--- src/rtl/spi_xfer_sched.sv ---
// rtl/spi_xfer_sched.sv - round-robin scheduler sharing one SPI master engine among requesters
module spi_xfer_sched #(
    parameter int NREQ         = 4,
    parameter int DWIDTH       = 32,
    parameter int NSLAVES      = 4,
    parameter int S_ADDR_WIDTH = $clog2(NSLAVES),
    parameter int TIMEOUT      = 1024,
    localparam int IW          = (NREQ > 1) ? $clog2(NREQ) : 1,
    localparam int TW          = $clog2(TIMEOUT + 1)
) (
    input  logic                           clk,
    input  logic                           rst,
    input  logic [NREQ-1:0]                req_valid,
    input  logic [NREQ*S_ADDR_WIDTH-1:0]   req_saddr,
    input  logic [NREQ*DWIDTH-1:0]         req_wdata,
    output logic [NREQ-1:0]                req_ready,
    output logic                           m_start,
    output logic [S_ADDR_WIDTH-1:0]        m_saddr,
    output logic [DWIDTH-1:0]              m_wdata,
    input  logic                           m_done,
    input  logic [DWIDTH-1:0]              m_rdata,
    output logic                           rsp_valid,
    output logic [IW-1:0]                  rsp_id,
    output logic [DWIDTH-1:0]              rsp_rdata,
    output logic                           rsp_err,
    output logic                           busy
);

    typedef enum logic [1:0] {IDLE, LAUNCH, WAIT, RESP} state_t;

    state_t                    state, state_d;
    logic [IW-1:0]             ptr;
    logic [TW-1:0]             timer;
    logic [IW-1:0]             id_q;
    logic [S_ADDR_WIDTH-1:0]   saddr_q;
    logic [DWIDTH-1:0]         wdata_q;
    logic [DWIDTH-1:0]         rdata_q;
    logic                      err_q;

    logic                      found;
    logic [IW-1:0]             win;
    logic [S_ADDR_WIDTH-1:0]   win_saddr;
    logic [DWIDTH-1:0]         win_wdata;
    logic                      addr_ok;
    logic                      timer_hit;

    assign addr_ok   = int'(saddr_q) < NSLAVES;
    assign timer_hit = (timer == TW'(TIMEOUT - 1));

    // Rotating-priority pick: first requesting index at or above ptr, wrapping around
    always_comb begin
        int j;
        found     = 1'b0;
        win       = '0;
        win_saddr = '0;
        win_wdata = '0;
        for (int k = 0; k < NREQ; k++) begin
            j = int'(ptr) + k;
            if (j >= NREQ) begin
                j = j - NREQ;
            end
            if (!found && req_valid[j]) begin
                found     = 1'b1;
                win       = IW'(j);
                win_saddr = req_saddr[j*S_ADDR_WIDTH +: S_ADDR_WIDTH];
                win_wdata = req_wdata[j*DWIDTH +: DWIDTH];
            end
        end
    end

    // Next-state logic and outputs; everything is forced low while reset is held
    always_comb begin
        state_d   = state;
        req_ready = '0;
        m_start   = 1'b0;
        m_saddr   = '0;
        m_wdata   = '0;
        rsp_valid = 1'b0;
        rsp_id    = '0;
        rsp_rdata = '0;
        rsp_err   = 1'b0;
        busy      = 1'b0;
        case (state)
            IDLE: begin
                if (found) begin
                    state_d = LAUNCH;
                end
            end
            LAUNCH: begin
                state_d = addr_ok ? WAIT : RESP;
            end
            WAIT: begin
                if (m_done || timer_hit) begin
                    state_d = RESP;
                end
            end
            RESP: begin
                state_d = IDLE;
            end
            default: state_d = IDLE;
        endcase
        if (!rst) begin
            busy = (state != IDLE);
            if (state == IDLE && found) begin
                req_ready = NREQ'(1) << win;
            end
            if (state == LAUNCH && addr_ok) begin
                m_start = 1'b1;
            end
            if (state == LAUNCH || state == WAIT) begin
                m_saddr = saddr_q;
                m_wdata = wdata_q;
            end
            if (state == RESP) begin
                rsp_valid = 1'b1;
                rsp_id    = id_q;
                rsp_rdata = rdata_q;
                rsp_err   = err_q;
            end
        end
    end

    // State, latched request, completion timer and round-robin pointer
    always_ff @(posedge clk) begin
        if (rst) begin
            state   <= IDLE;
            ptr     <= '0;
            timer   <= '0;
            id_q    <= '0;
            saddr_q <= '0;
            wdata_q <= '0;
            rdata_q <= '0;
            err_q   <= 1'b0;
        end else begin
            state <= state_d;
            case (state)
                IDLE: begin
                    if (found) begin
                        id_q    <= win;
                        saddr_q <= win_saddr;
                        wdata_q <= win_wdata;
                    end
                end
                LAUNCH: begin
                    timer <= '0;
                    if (!addr_ok) begin
                        err_q   <= 1'b1;
                        rdata_q <= '0;
                    end
                end
                WAIT: begin
                    if (m_done) begin
                        rdata_q <= m_rdata;
                        err_q   <= 1'b0;
                    end else if (timer_hit) begin
                        rdata_q <= '0;
                        err_q   <= 1'b1;
                    end else if (timer != TW'(TIMEOUT)) begin
                        timer <= timer + 1'b1;
                    end
                end
                RESP: begin
                    ptr <= (id_q == IW'(NREQ - 1)) ? '0 : id_q + 1'b1;
                end
                default: ;
            endcase
        end
    end

endmodule

--- config.mk ---
export PLATFORM = sky130hd
export DESIGN_NAME = spi_xfer_sched
export DESIGN_NICKNAME = d
export VERILOG_FILES = /design/src/rtl/spi_xfer_sched.sv
export SDC_FILE = /design/constraint.sdc
export NUM_CORES = 1
export LEC_CHECK = 0
export ABC_CLOCK_PERIOD_IN_PS = 5610
export BUFFER_PORTS_ARGS = -buffer_cell sky130_fd_sc_hd__buf_2
export CAP_MARGIN = 0
export CORE_UTILIZATION = 44
export CTS_CLUSTER_SIZE = 12
export DETAILED_ROUTE_END_ITERATION = 8
export PLACE_DENSITY = 0.69
export SLEW_MARGIN = 0
export SYNTH_ARGS = -nofsm -noshare
export SYNTH_HDL_FRONTEND = slang
export SYNTH_SLANG_ARGS = --single-unit
--- constraint.sdc ---
create_clock -name clk -period 5.61 [get_ports clk]
set_input_delay 0.561 -clock clk [delete_from_list [all_inputs] [get_ports clk]]
set_output_delay 0.561 -clock clk [all_outputs]
set_load 0.05 [all_outputs]
=== Word-level counts from Yosys, hierarchy flattened ===
Index checks and enable logic that the tools add are counted.

* Bits in registers: 84
* Bits of input ports: 175
* Word-level logic and storage cells: 123

* Add/sub/neg operators: 9
* Order comparisons: 8
* Equal/unequal tests: 11
* Shifts and indexed selects: 9
* Muxes and demuxes: 61
* Reductions and logical operators: 17

{| class="wikitable"
|+ Operators by type and width
! cell !! number
|-
| 128-bit by 32-bit variable part select with 32-bit output || 4
|-
| 32-bit 2-to-1 mux || 14
|-
| 32-bit by 4-bit < comparator with 1-bit output (second input constant) || 4
|-
| 8-bit by 32-bit variable part select with 2-bit output || 4
|-
| 11-bit 2-to-1 mux || 3
|-
| 2-bit 2-to-1 mux || 15
|-
| 11-bit case mux with 2 select lines || 1
|-
| 1-bit 2-to-1 mux || 21
|-
| 3-bit by 3-bit subtractor with 4-bit output (second input constant) || 3
|-
| 11-bit by 1-bit adder with 11-bit output (second input constant) || 1
|-
| 11-bit by 10-bit == test with 1-bit output (second input constant) || 1
|-
| 11-bit != test (second input constant) || 1
|-
| 3-bit greater-or-equal comparator (second input constant) || 3
|-
| 1-bit binary-select mux with 2-bit select || 4
|-
| 4-bit 2-to-1 mux || 2
|-
| 2-bit != test (second input constant) || 4
|-
| 2-bit case mux with 4 select lines || 1
|-
| 2-bit by 2-bit adder with 3-bit output (second input constant) || 2
|-
| 2-bit == test (second input constant) || 3
|-
| 2-bit AND reduction || 3
|-
| 2-bit nonzero test || 3
|-
| 1-bit logical AND || 4
|-
| 4-bit AND reduction || 1
|-
| 1-bit by 2-bit left shift with 4-bit output (first input constant) || 1
|-
| 9 further kinds || 12
|}

=== Depth between registers and ports, before layout ===
Gate-level depths: netlist of the first run.

* Word-level depth: 18
* Depth in mapped cells: 13
* Gate-level depth less buffers: 7

=== Least setup slack after synthesis of the first run ===
No wires, ideal clock.

* Path type: register -> output
* From: register ptr[0]
* To: output req_ready[0]
* Arrival: 4138 ps
* Data required time: 5049 ps
* Path slack: 911 ps
* Stages on the path, launching flop included: 12
* Cells stage by stage: dfxtp_1 -> buf_2 -> buf_2 -> buf_1 -> inv_1 -> ha_1 -> buf_6 -> mux4_2 -> or2_4 -> clkbuf_1 -> o22a_1 -> nor3_1

* Cells in the longest elaborated chain, start to end: 18
* Elaborated cells between the ends (all ways): 45

{| class="wikitable"
|+ RTL lines
! item !! line !! text
|-
| start, declared || 32 || <nowiki>logic [IW-1:0] ptr;</nowiki>
|-
| start signal, assigned || 163 || <nowiki>ptr <= (id_q == IW'(NREQ - 1)) ? '0 : id_q + 1'b1;</nowiki>
|-
| branches (longest 16 deep; another with 3-bit by 3-bit subtractor with 4-bit output) || - ||
|-
| 4-bit 2-to-1 mux * || 104 || <nowiki>if (state == IDLE && found) begin</nowiki>
|-
| 4-bit 2-to-1 mux * || 102 || <nowiki>if (!rst) begin</nowiki>
|-
| end, declared || 16 || <nowiki>output logic [NREQ-1:0] req_ready,</nowiki>
|}

Every way passes the cells marked *. The select of a mux whose other input is x is not followed.

=== Worst setup path in the final report of the first run ===
* From: register ptr[0]
* To: output req_ready[2]

The elaborated chain is that of the path after synthesis.

==> results of run 1 <==
[layout make-up]
| type | instances | area [um^2] | area share |
|---|---|---|---|
| flip-flops and latches | 84 | 1690 | 0.169 |
| clock inverters | 7 | 76.3 | 0.00764 |
| diodes | 5 | 12.5 | 0.00125 |
| repair buffers | 262 | 1340 | 0.134 |
| inverters | 9 | 33.8 | 0.00338 |
| well taps | 234 | 293 | 0.0293 |
| clock buffers | 9 | 225 | 0.0225 |
| multi-input cells | 699 | 6320 | 0.633 |
[synthesized netlist by cell type, types with 2 or more instances]
library cell and n:
sky130_fd_sc_hd__nor2_1 117, sky130_fd_sc_hd__mux4_2 106, sky130_fd_sc_hd__dfxtp_1 84, sky130_fd_sc_hd__nand2_1 76, sky130_fd_sc_hd__mux2i_1 75, sky130_fd_sc_hd__and2_1 72, sky130_fd_sc_hd__clkbuf_1 56, sky130_fd_sc_hd__a21oi_1 40
sky130_fd_sc_hd__a211o_1 34, sky130_fd_sc_hd__a311oi_1 34, sky130_fd_sc_hd__o221ai_1 34, sky130_fd_sc_hd__a22oi_1 32, sky130_fd_sc_hd__buf_2 27, sky130_fd_sc_hd__ha_1 12, sky130_fd_sc_hd__buf_1 10, sky130_fd_sc_hd__inv_1 8
sky130_fd_sc_hd__nand3_1 7, sky130_fd_sc_hd__nor2b_1 6, sky130_fd_sc_hd__xor2_1 6, sky130_fd_sc_hd__nand2b_1 5, sky130_fd_sc_hd__nand4_1 4, sky130_fd_sc_hd__nor3_1 4, sky130_fd_sc_hd__nor4_1 4, sky130_fd_sc_hd__a211oi_1 3
sky130_fd_sc_hd__o21a_1 3, sky130_fd_sc_hd__and3_1 2, sky130_fd_sc_hd__buf_6 2, sky130_fd_sc_hd__nand4b_1 2, sky130_fd_sc_hd__o31ai_1 2
[power by group through the flow]
stage / sequential (mW) / clock [mW] / combinational [mW]
2_1_floorplan: 0.844 / 0 / 1.64
3_3_place_gp: 0.906 / 0 / 1.99
3_5_place_dp: 0.913 / 0 / 2.02
4_1_cts: 0.901 / 0.624 / 2.03
5_1_grt: 0.928 / 0.647 / 2.19
6_report: 0.899 / 0.606 / 2.02
[sequential cells by signal (all words and copies together), names as in the netlist]
name / cells
saddr_q: 2
timer: 11
err_q: 1
rdata_q: 32
id_q: 2
state: 2
ptr: 2
wdata_q: 32
[worst max-delay path, stage by stage (launching register included)]
cell,delay (ps)
sky130_fd_sc_hd__dfxtp_4,940
sky130_fd_sc_hd__inv_1,220
sky130_fd_sc_hd__ha_4,340
sky130_fd_sc_hd__mux4_2,560
sky130_fd_sc_hd__or2_4,440
sky130_fd_sc_hd__or4_4,600
sky130_fd_sc_hd__a21oi_1,150
sky130_fd_sc_hd__buf_2,270
[layer usage]
layer	wire, um	global-route usage	vias up
li1	-	-	3792
met1	10100	0.317	3878
met2	11800	0.409	335
met3	1570	0.0424	44
met4	680	0.102	0
met5	0	0	-
[worst paths after layout]
check	from	endpoint	slack (ps)	depth (start not counted)
min reg2reg	err_q	err_q	450	2
max	ptr[0]	req_ready[2]	1160	7
min	m_rdata[31]	rdata_q[31]	440	3
max reg2reg	ptr[0]	wdata_q[1]	1720	7
[through the flow]
stage | util | instance area (um^2) | hold slack, ps | setup slack, ps | power, mW
after floorplan | - | 8410 | 429 | 911 | 2.49
after global placement | 0.517 | 9680 | 441 | 1540 | 2.90
after detailed placement | 0.517 | 9680 | 439 | 1470 | 2.93
after CTS | 0.533 | 9980 | 433 | 1090 | 3.55
after global routing | 0.534 | 9990 | 437 | 905 | 3.77
final | 0.534 | 9990 | 436 | 1160 | 3.53
[logic make-up after synthesis]
logic type,count (synthesis)
AO/OA/AOI/OAI,190
XOR/XNOR,7
adder cells (fa/ha/maj),12
buffers and inverters,104
flip-flops,84
multiplexers,182
AND/OR/NAND/NOR,308
==> summary.md, run 1 <==
| Metric | Value |
|---|---|
| Run status | complete, no violations |
| Portion of total power attributed to sequential cells | 0.255 |
| Min-Delay Path Class | in2reg |
| Register area share after synthesis | 0.200 |
| Power share of the combinational group | 0.573 |
| Hold violation count in the final report | 0 |
| Dominant combinational cell family by area after synthesis | multiplexers |
| Count of buffers inserted at the top-level ports | 250 |
| Total Neg Setup Slack | 0 ps |
| Slew Limit Fails | 0 |
| Synth unique cells | 49 |
| Number of buffers inserted for hold repair after clock tree synthesis | 0 |
| Proportion of total power due to net switching | 0.449 |
| Category of the worst setup path capture point | output port |
| Clock tree skew after final layout | ~7.2 ps |
| Arr. time, crit path | 3890 ps |
| Compound-cell area share of the yosys netlist | 0.175 |
| Area share of the largest cell type after synthesis | 0.284 |
| Clk sinks | 84 |
| CP startpoint kind | flop |
| Power density relative to cell area | 353 nW/um^2 |
| Peak supply drop | between 0.2 and 0.25 mV |
| Total number of placement rows | 50 |
| Vias | 8,049 |
| Headroom to the max-slew limit | 0.224 |
| Drt wl/cell | 18.4 um |
| Maximum number of pins on one net before global-route repair | 73 |
| Yosys warning count | 0 |
| Share of cells above drive strength 1 | 0.373 |
| Clock buffer depth | 2 |
| TritonCTS clock tree | built |
| Gate count of the mapped netlist | a little under 900 |
| Peak fanout along the critical path | 58 |
| Dpl cells | 1,288 |
| Most common cell after layout, fill and taps aside | sky130_fd_sc_hd__buf_2 |
| WP data required | 5050 ps |
| Routed via count divided by cell count | 6.15 |
| Mean area per synthesized cell | 9.49 um^2 |
| Insertion delay to the later sink of the worst-skew pair | 350 ps |
| Commonest non-fill, non-tap cells in the layout | 250 x sky130_fd_sc_hd__buf_2, 116 x sky130_fd_sc_hd__nor2_1, 106 x sky130_fd_sc_hd__mux4_2 |
| CTS resizes | 0 |
| Width of the chip | 140 um |
| Power share of the clock group | 0.172 |
| Leakage power total | 3.88 nW |
| Share of synthesized registers carrying an async set or reset | 0 |
| Adder and majority cell fraction of the synthesized area | 0.0178 |
| Period utilization | 0.793 |
| Remaining Overflow, GRT | 0 |
| Setup Crit Path Kind | reg2out |
| Number of antenna violations at the first check in global routing | 4 |
| Max-cap check violation count | 0 |
| Clock tree root buffer cell | sky130_fd_sc_hd__clkbuf_16 |
| Post-Synth Simple-Gate Area | 0.174 |
| Clock transition at the register clock pins on the worst setup and hold paths after CTS | 70 ps |
| Setup repair bufs after CTS | 0 |
| Overall global routing resource usage | 0.246 |
| Dominant cell type by area after synthesis | sky130_fd_sc_hd__mux4_2 |
| Initial standard-cell utilization of the core | 0.450 |
| Predominant post-synthesis flop cell | sky130_fd_sc_hd__dfxtp_1 |
| Chip Height | 140 um |
| Portion of netlist area occupied by mux cells | 0.374 |
| RSZ-0062 raised after global routing | no |
| Number of global-route vias before repair | roughly 7,400 |
| Die area | 19,700 um^2 |
| Cell Count, Final, Fillers Out | 1,309 |
| Starting DRC count in detailed routing | 496 |
| Global-route wire length before repair | 38,500 um |
| Seq cells post-synth | 84 |
| Number of detailed-routing iterations run before antenna repair | 5 |
| I/O pin total | 251 |
| Maximum frequency from static timing analysis | approximately 220 MHz |
| Total Routed Length | 24,100 um |
| Maximum level of the CTS H-tree | 3 |
| Post-synthesis to final-layout area growth | 18.7% |
| Switching power summed over all nets | roughly 1.6 mW |
| Count of endpoints failing setup in the final report | 0 |
| Synthesized net count | 1,074 |
| DRC Markers | 0 |
| Area contributors post-synth | sky130_fd_sc_hd__mux4_2 28%, sky130_fd_sc_hd__dfxtp_1 20%, sky130_fd_sc_hd__mux2i_1 8.9% |
| Post-synthesis cell area | 8410 um^2 |
| Number of nets still failing antenna checks after routing | 0 |
| Total clock buffers created by CTS | 9 |
| Fraction of synthesized cell area in xor and xnor cells | 0.00729 |
| Total core area | 18,700 um^2 |
| Shortest period the worst path allows | ~4400 ps |
| Internal power contribution | 1.94 mW |
| Count of filler cells inserted in the layout | 1,684 |
| Number of enable-type register cells in the synthesized netlist | 0 |
| Slew at the pin closest to its max-slew limit | 1160 ps |
| Last weighted congestion value of the routability-driven placer | 0.879 |
| Number of nets in the layout | 1,252 |
| HPWL Detailed | 16,200 um |
Note: power is estimated with default switching activity, not from simulation.
==> inputs of run 2 (changes only) <==
--- a/config.mk
+++ b/config.mk
@@ -5,13 +5,13 @@
 export SDC_FILE = /design/constraint.sdc
 export NUM_CORES = 1
 export LEC_CHECK = 0
-export ABC_CLOCK_PERIOD_IN_PS = 5610
+export ABC_CLOCK_PERIOD_IN_PS = 3800
 export BUFFER_PORTS_ARGS = -buffer_cell sky130_fd_sc_hd__buf_2
 export CAP_MARGIN = 0
 export CORE_UTILIZATION = 44
 export CTS_CLUSTER_SIZE = 12
 export DETAILED_ROUTE_END_ITERATION = 8
-export PLACE_DENSITY = 0.69
+export PLACE_DENSITY = 0.72
 export SLEW_MARGIN = 0
 export SYNTH_ARGS = -nofsm -noshare
 export SYNTH_HDL_FRONTEND = slang
==> constraint.sdc (replaced) <==
create_clock -name clk -period 3.8 [get_ports clk]
set_input_delay 0.38 -clock clk [delete_from_list [all_inputs] [get_ports clk]]
set_output_delay 0.38 -clock clk [all_outputs]
set_load 0.05 [all_outputs]
==> summary.md, run 2 (synthesized netlist as in run 1, its figures left out) <==
| Metric | Value |
|---|---|
| Maximum frequency from static timing analysis | 278 MHz |
| Vias | 8,162 (+1.4%) |
| Peak fanout along the critical path | 32 (-45%) |
| Biggest regs | rdata_q x32, wdata_q x32, timer x11 |
| Count of buffers inserted at the top-level ports | 250 (unchanged) |
| Peak supply drop | 0.312 mV (+26%) |
| Number of buffers inserted for hold repair after clock tree synthesis | 0 (unchanged) |
| Maximum number of pins on one net before global-route repair | 74 (+1.4%) |
| Share of cells above drive strength 1 | 0.381 (+0.00836) |
| Power density relative to cell area | 522 nW/um^2 (+48%) |
| Headroom to the max-slew limit | 0.204 (-0.0208) |
| Post-synthesis to final-layout area growth | 20.1% |
| Internal power contribution | 2.89 mW (+49%) |
| DR WL met3 | 1920 um (+22%) |
| Most common cell after layout, fill and taps aside | sky130_fd_sc_hd__buf_2 |
| Number of nets in the layout | 1,260 (+0.64%) |
| Total clock buffers created by CTS | 9 (unchanged) |
| Min-Delay Path Class | in2reg |
| Number of detailed-routing iterations run before antenna repair | 5 (unchanged) |
| Clock tree root buffer cell | sky130_fd_sc_hd__clkbuf_16 |
| Clk sinks | 84 (unchanged) |
| Leakage power total | 3.92 nW (+1.0%) |
| Switching power summed over all nets | 2.39 mW (+51%) |
| Met1 wire length | 10,200 um (+1.4%) |
| Run status | complete, no violations |
| Power share of the combinational group | 0.588 (+0.015) |
| Period utilization | 0.945 |
| Remaining Overflow, GRT | 0 (unchanged) |
| Area after detailed placement | 9790 um^2 (+1.1%) |
| Clock transition at the register clock pins on the worst setup and hold paths after CTS | 70 ps (about the same) |
| Commonest non-fill, non-tap cells in the layout | 250 x sky130_fd_sc_hd__buf_2, 116 x sky130_fd_sc_hd__nor2_1, 106 x sky130_fd_sc_hd__mux4_2 |
| Insertion delay to the later sink of the worst-skew pair | 360 ps (about the same) |
| R2R Path Start | ptr[1] |
| Slew Limit Fails | 0 (unchanged) |
| Total Neg Setup Slack | 0 ps (unchanged) |
| Clock buffer depth | 2 (unchanged) |
| Number of nets still failing antenna checks after routing | 0 (unchanged) |
| Shortest period the worst path allows | 3590 ps |
| Category of the worst setup path capture point | output port |
| Overall global routing resource usage | 0.259 (+0.0131) |
| Setup repair bufs after CTS | 0 (unchanged) |
| Starting DRC count in detailed routing | 493 (-0.60%) |
| Power share of the clock group | 0.171 (about the same) |
| Origin of the worst min-delay path | m_rdata[18] |
| Number of global-route vias before repair | 7,648 (+2.9%) |
| Final total power | 5.28 mW (+50%) |
| Final Cell Area | 10,100 um^2 (+1.1%) |
| Chip Height | 140 um (unchanged) |
| TritonCTS clock tree | built |
| Portion of total power attributed to sequential cells | 0.242 (-0.013) |
| Met2 wire len | 12,500 um (+6.1%) |
| Routed via count divided by cell count | 6.18 (+0.48%) |
| CTS resizes | 0 (unchanged) |
| Drt wl/cell | 19.1 um (+3.4%) |
| RSZ-0062 raised after global routing | no |
| Clock tree skew after final layout | 8.87 ps (+1.71 ps) |
| WP data required | 3420 ps (-1630 ps) |
| HPWL Detailed | 16,600 um (+2.5%) |
| Timing startpoint of the critical path | ptr[1] |
| Total core area | 18,700 um^2 (unchanged) |
| Highest signal layer in the routed design | met4 |
| Arr. time, crit path | 3210 ps (-680 ps) |
| Initial standard-cell utilization of the core | 0.450 (unchanged) |
| Hold violation count in the final report | 0 (unchanged) |
| DRC Markers | 0 (unchanged) |
| Count of endpoints failing setup in the final report | 0 (unchanged) |
| Width of the chip | 140 um (unchanged) |
| Slew at the pin closest to its max-slew limit | 1190 ps (+34.1 ps) |
| Global-route wire length before repair | 40,300 um (+4.7%) |
| Die area | 19,700 um^2 (unchanged) |
| Total Routed Length | 25,200 um (+4.4%) |
| Total number of placement rows | 50 (unchanged) |
| Max-cap check violation count | 0 (unchanged) |
| Number of antenna violations at the first check in global routing | 7 (+3) |
| I/O pin total | 251 (unchanged) |
| Last weighted congestion value of the routability-driven placer | 0.850 (-3.3%) |
| Maximum level of the CTS H-tree | 3 (unchanged) |
| CP startpoint kind | flop |
| Setup Crit Path Kind | reg2out |
| Proportion of total power due to net switching | 0.452 (+0.00362) |
[run 2: power groups by stage]
stage / clock (mW) / combinational, mW / sequential (mW)
global placement: 0 / 3.07 / 1.28
finish: 0.902 / 3.10 / 1.28
global route: 0.953 / 3.38 / 1.30
CTS: 0.924 / 3.11 / 1.27
detailed placement: 0 / 3.10 / 1.29
floorplan: 0 / 2.45 / 1.25
[run 2: metrics by stage]
step           std cells  setup slack [ps]  hold WS, ps   util
6_report            1321               209          255  0.540
5_1_grt             1319              97.1          251  0.540
4_1_cts             1312               210          244  0.539
3_5_place_dp        1296               602          448  0.523
3_3_place_gp        1296               679          440  0.523
2_1_floorplan        887              37.6          429      -
[run 2: path summary, 6_finish.rpt]
path	slack, ps	cells after the start	endpoint
hold reg to reg	460	2	err_q
hold / removal	260	3	rdata_q[18]
setup reg to reg	700	9	wdata_q[29]
setup / recovery	210	8	req_ready[1]
[run 2: per-layer routing]
| layer | GRT usage | up-vias |
|---|---|---|
| li1 | - | 3815 |
| met1 | 0.321 | 3979 |
| met2 | 0.448 | 331 |
| met3 | 0.0544 | 37 |
| met4 | 0.0873 | 0 |
| met5 | 0 | - |
[run 2: critical path: stages (launching register included)]
cell and delay, ps:
sky130_fd_sc_hd__dfxtp_2 440, sky130_fd_sc_hd__inv_2 80, sky130_fd_sc_hd__ha_4 300, sky130_fd_sc_hd__mux4_2 560, sky130_fd_sc_hd__or2_4 300, sky130_fd_sc_hd__buf_4 280
sky130_fd_sc_hd__nor4_2 580, sky130_fd_sc_hd__nor3_4 70, sky130_fd_sc_hd__buf_2 230
[run 2: final cells by class]
cell class	instances	area [um^2]
antenna	9	22.5
clock inverter	7	71.3
tap	234	293
timing repair buffer	270	1400
fill	1673	8600
sequential	84	1690
multi-input combinational	699	6370
inverter	9	33.8
clock buffer	9	225
==> inputs of run 3 (changes only) <==
--- a/config.mk
+++ b/config.mk
@@ -8,6 +8,7 @@
 export ABC_CLOCK_PERIOD_IN_PS = 3800
 export BUFFER_PORTS_ARGS = -buffer_cell sky130_fd_sc_hd__buf_2
 export CAP_MARGIN = 0
+export CORE_ASPECT_RATIO = 0.9
 export CORE_UTILIZATION = 44
 export CTS_CLUSTER_SIZE = 12
 export DETAILED_ROUTE_END_ITERATION = 8
==> summary.md, run 3 (synthesized netlist as in run 1, its figures left out) <==
| Metric | Value |
|---|---|
| Post-synthesis to final-layout area growth | 20.1% (about the same) |
| Worst Setup Slack, final | 253 ps (+43.9 ps) |
| Maximum level of the CTS H-tree | 3 (unchanged) |
| Hold violation count in the final report | 0 (unchanged) |
| Remaining Overflow, GRT | 0 (unchanged) |
| I/O pin total | 251 (unchanged) |
| Starting DRC count in detailed routing | 508 (+3.0%) |
| Maximum frequency from static timing analysis | 282 MHz (+1.2%) |
| Period utilization | 0.933 (-0.0115) |
| Reg-to-reg slack, setup | 620 ps (-80 ps) |
| Slowest stage cell, crit path | sky130_fd_sc_hd__dfxtp_2 |
| Worst reg-to-reg path cell count | 9 (unchanged) |
| Width of the chip | 148 um (+5.3%) |
| Number of buffers inserted for hold repair after clock tree synthesis | 0 (unchanged) |
| Total Neg Setup Slack | 0 ps (unchanged) |
| Power density relative to cell area | 522 nW/um^2 (about the same) |
| Share of cells above drive strength 1 | 0.381 (-0.000575) |
| Total Routed Length | 25,200 um (+0.25%) |
| Setup Crit Path Kind | reg2out |
| Slew at the pin closest to its max-slew limit | 1210 ps (+14.4 ps) |
| Routed via count divided by cell count | 6.15 (-0.40%) |
| Clock buffer depth | 2 (unchanged) |
| Highest signal layer in the routed design | met4 |
| Drt wl/cell | 19.1 um (+0.10%) |
| HPWL Detailed | 16,600 um (about the same) |
| Initial standard-cell utilization of the core | 0.453 (+0.00297) |
| Delay of the slowest cell on the worst path | 580 ps (about the same) |
| Run status | complete, no violations |
| Cell Count, Final, Fillers Out | 1,323 (+0.15%) |
| Peak fanout along the critical path | 19 (-41%) |
| Worst path buffer plus inverter count | 3 (unchanged) |
| Maximum number of pins on one net before global-route repair | 175 (+140%) |
| DRC Markers | 0 (unchanged) |
| Total clock buffers created by CTS | 9 (unchanged) |
| Terminus of the critical flop-to-flop path | wdata_q[11] |
| Clock tree skew after final layout | 6.51 ps (-2.37 ps) |
| Met2 wire len | 12,300 um (-1.8%) |
| Peak supply drop | 0.340 mV (+9.0%) |
| Max-cap check violation count | 0 (unchanged) |
| Shortest period the worst path allows | 3550 ps (-43.9 ps) |
| Count of filler cells inserted in the layout | 1,743 (+4.2%) |
| Category of the worst setup path capture point | output port |
| Min-Delay Path Class | in2reg |
| Leakage power total | 3.91 nW (about the same) |
| Met1 wire length | 10,600 um (+3.4%) |
| Number of global-route vias before repair | 7,786 (+1.8%) |
| Timing startpoint of the critical path | ptr[1] |
| Final core utilization | 0.544 (+0.00377) |
| Total number of placement rows | 47 (-6.0%) |
| DR WL met3 | 1970 um (+3.0%) |
| WP data required | 3420 ps (about the same) |
| Clock tree root buffer cell | sky130_fd_sc_hd__clkbuf_16 |
| Overall global routing resource usage | 0.259 (-0.000374) |
| Worst slack, placed | 645 ps (+42.7 ps) |
| CP startpoint kind | flop |
| Most common cell after layout, fill and taps aside | sky130_fd_sc_hd__buf_2 |
| Count of endpoints failing setup in the final report | 0 (unchanged) |
| Number of nets still failing antenna checks after routing | 0 (unchanged) |
| R2R Path Start | ptr[1] |
| RSZ-0062 raised after global routing | no |
| Clock transition at the register clock pins on the worst setup and hold paths after CTS | 70 ps (about the same) |
| Number of nets in the layout | 1,259 (-0.079%) |
| Slew Limit Fails | 0 (unchanged) |
| Number of detailed-routing iterations run before antenna repair | 4 (-1) |
| Vias | 8,142 (-0.25%) |
| CTS resizes | 0 (unchanged) |
| Family with the most delay on the worst path | buffers and inverters |
| Insertion delay to the later sink of the worst-skew pair | 350 ps (about the same) |
| Last weighted congestion value of the routability-driven placer | 0.876 (+3.1%) |
| Dpl cells | 1,306 (+0.77%) |
| TritonCTS clock tree | built |
| Arr. time, crit path | 3170 ps (-40 ps) |
| Number of antenna violations at the first check in global routing | 1 (-6) |
| Die area | 19,700 um^2 (about the same) |
| Headroom to the max-slew limit | 0.194 (-0.00959) |
| Chip Height | 133 um (-5.1%) |
| Commonest non-fill, non-tap cells in the layout | 250 x sky130_fd_sc_hd__buf_2, 116 x sky130_fd_sc_hd__nor2_1, 106 x sky130_fd_sc_hd__mux4_2 |
| Origin of the worst min-delay path | m_rdata[14] |
| Crit path cell chain | inv_2 > ha_4 > buf_4 > mux4_2 > nand2b_1 > a211oi_1 > or3_1 > a21oi_4 > buf_2 |
| Setup repair bufs after CTS | 0 (unchanged) |
| Worst Hold Path Cells | 3 (unchanged) |
| Global-route wire length before repair | 40,600 um (+0.79%) |
| Count of buffers inserted at the top-level ports | 250 (unchanged) |
| Total core area | 18,600 um^2 (-0.66%) |
| Biggest regs | rdata_q x32, wdata_q x32, timer x11 |
| Final total power | 5.28 mW (about the same) |
| Worst hold endpoint | rdata_q[14] |
| Clk sinks | 84 (unchanged) |
## run 3: report_power, final
group | total (mW) | switching (mW) | internal [mW] | leakage [nW]
Sequential | 1.28 | 0.137 | 1.14 | 0.689
Clock | 0.901 | 0.434 | 0.467 | 0.148
Combinational | 3.10 | 1.81 | 1.29 | 3.08
## run 3: routing by layer
layer / track usage / up-vias
li1: - / 3805
met1: 0.338 / 3955
met2: 0.434 / 351
met3: 0.0469 / 31
met4: 0.0825 / 0
met5: 0 / -
## run 3: worst register-to-register path: stages, from the launching register on
cell	delay, ps
sky130_fd_sc_hd__dfxtp_2	580
sky130_fd_sc_hd__inv_2	110
sky130_fd_sc_hd__ha_4	300
sky130_fd_sc_hd__mux4_2	560
sky130_fd_sc_hd__or2_4	280
sky130_fd_sc_hd__buf_4	290
sky130_fd_sc_hd__nor3_4	250
sky130_fd_sc_hd__buf_4	340
sky130_fd_sc_hd__nand2_1	100
sky130_fd_sc_hd__a311oi_1	290
## run 3: metrics by stage
stage | hold slack (ps) | instance area (um^2)
global placement | 440 | 9810
global route | 265 | 10100
floorplan | 429 | 8470
CTS | 253 | 10100
finish | 266 | 10100
detailed placement | 442 | 9810
## run 3: worst max-delay path by stage
stage | to | slack, ps | cells past startpoint
after floorplan | req_ready[2] | 40 | 11
after global placement | req_ready[2] | 710 | 7
after detailed placement | req_ready[0] | 640 | 9
after CTS | req_ready[0] | 250 | 9
after global routing | req_ready[2] | 60 | 6
final | req_ready[2] | 250 | 9
## run 3: area by class of cell
type	count	area, um^2	area share
diodes	1	2.50	0.000248
clock buffers	9	225	0.0223
clock inverters	7	71.3	0.00706
inverters	9	33.8	0.00334
multi-input cells	699	6380	0.631
flip-flops and latches	84	1690	0.167
well taps	245	307	0.0303
repair buffers	269	1410	0.139
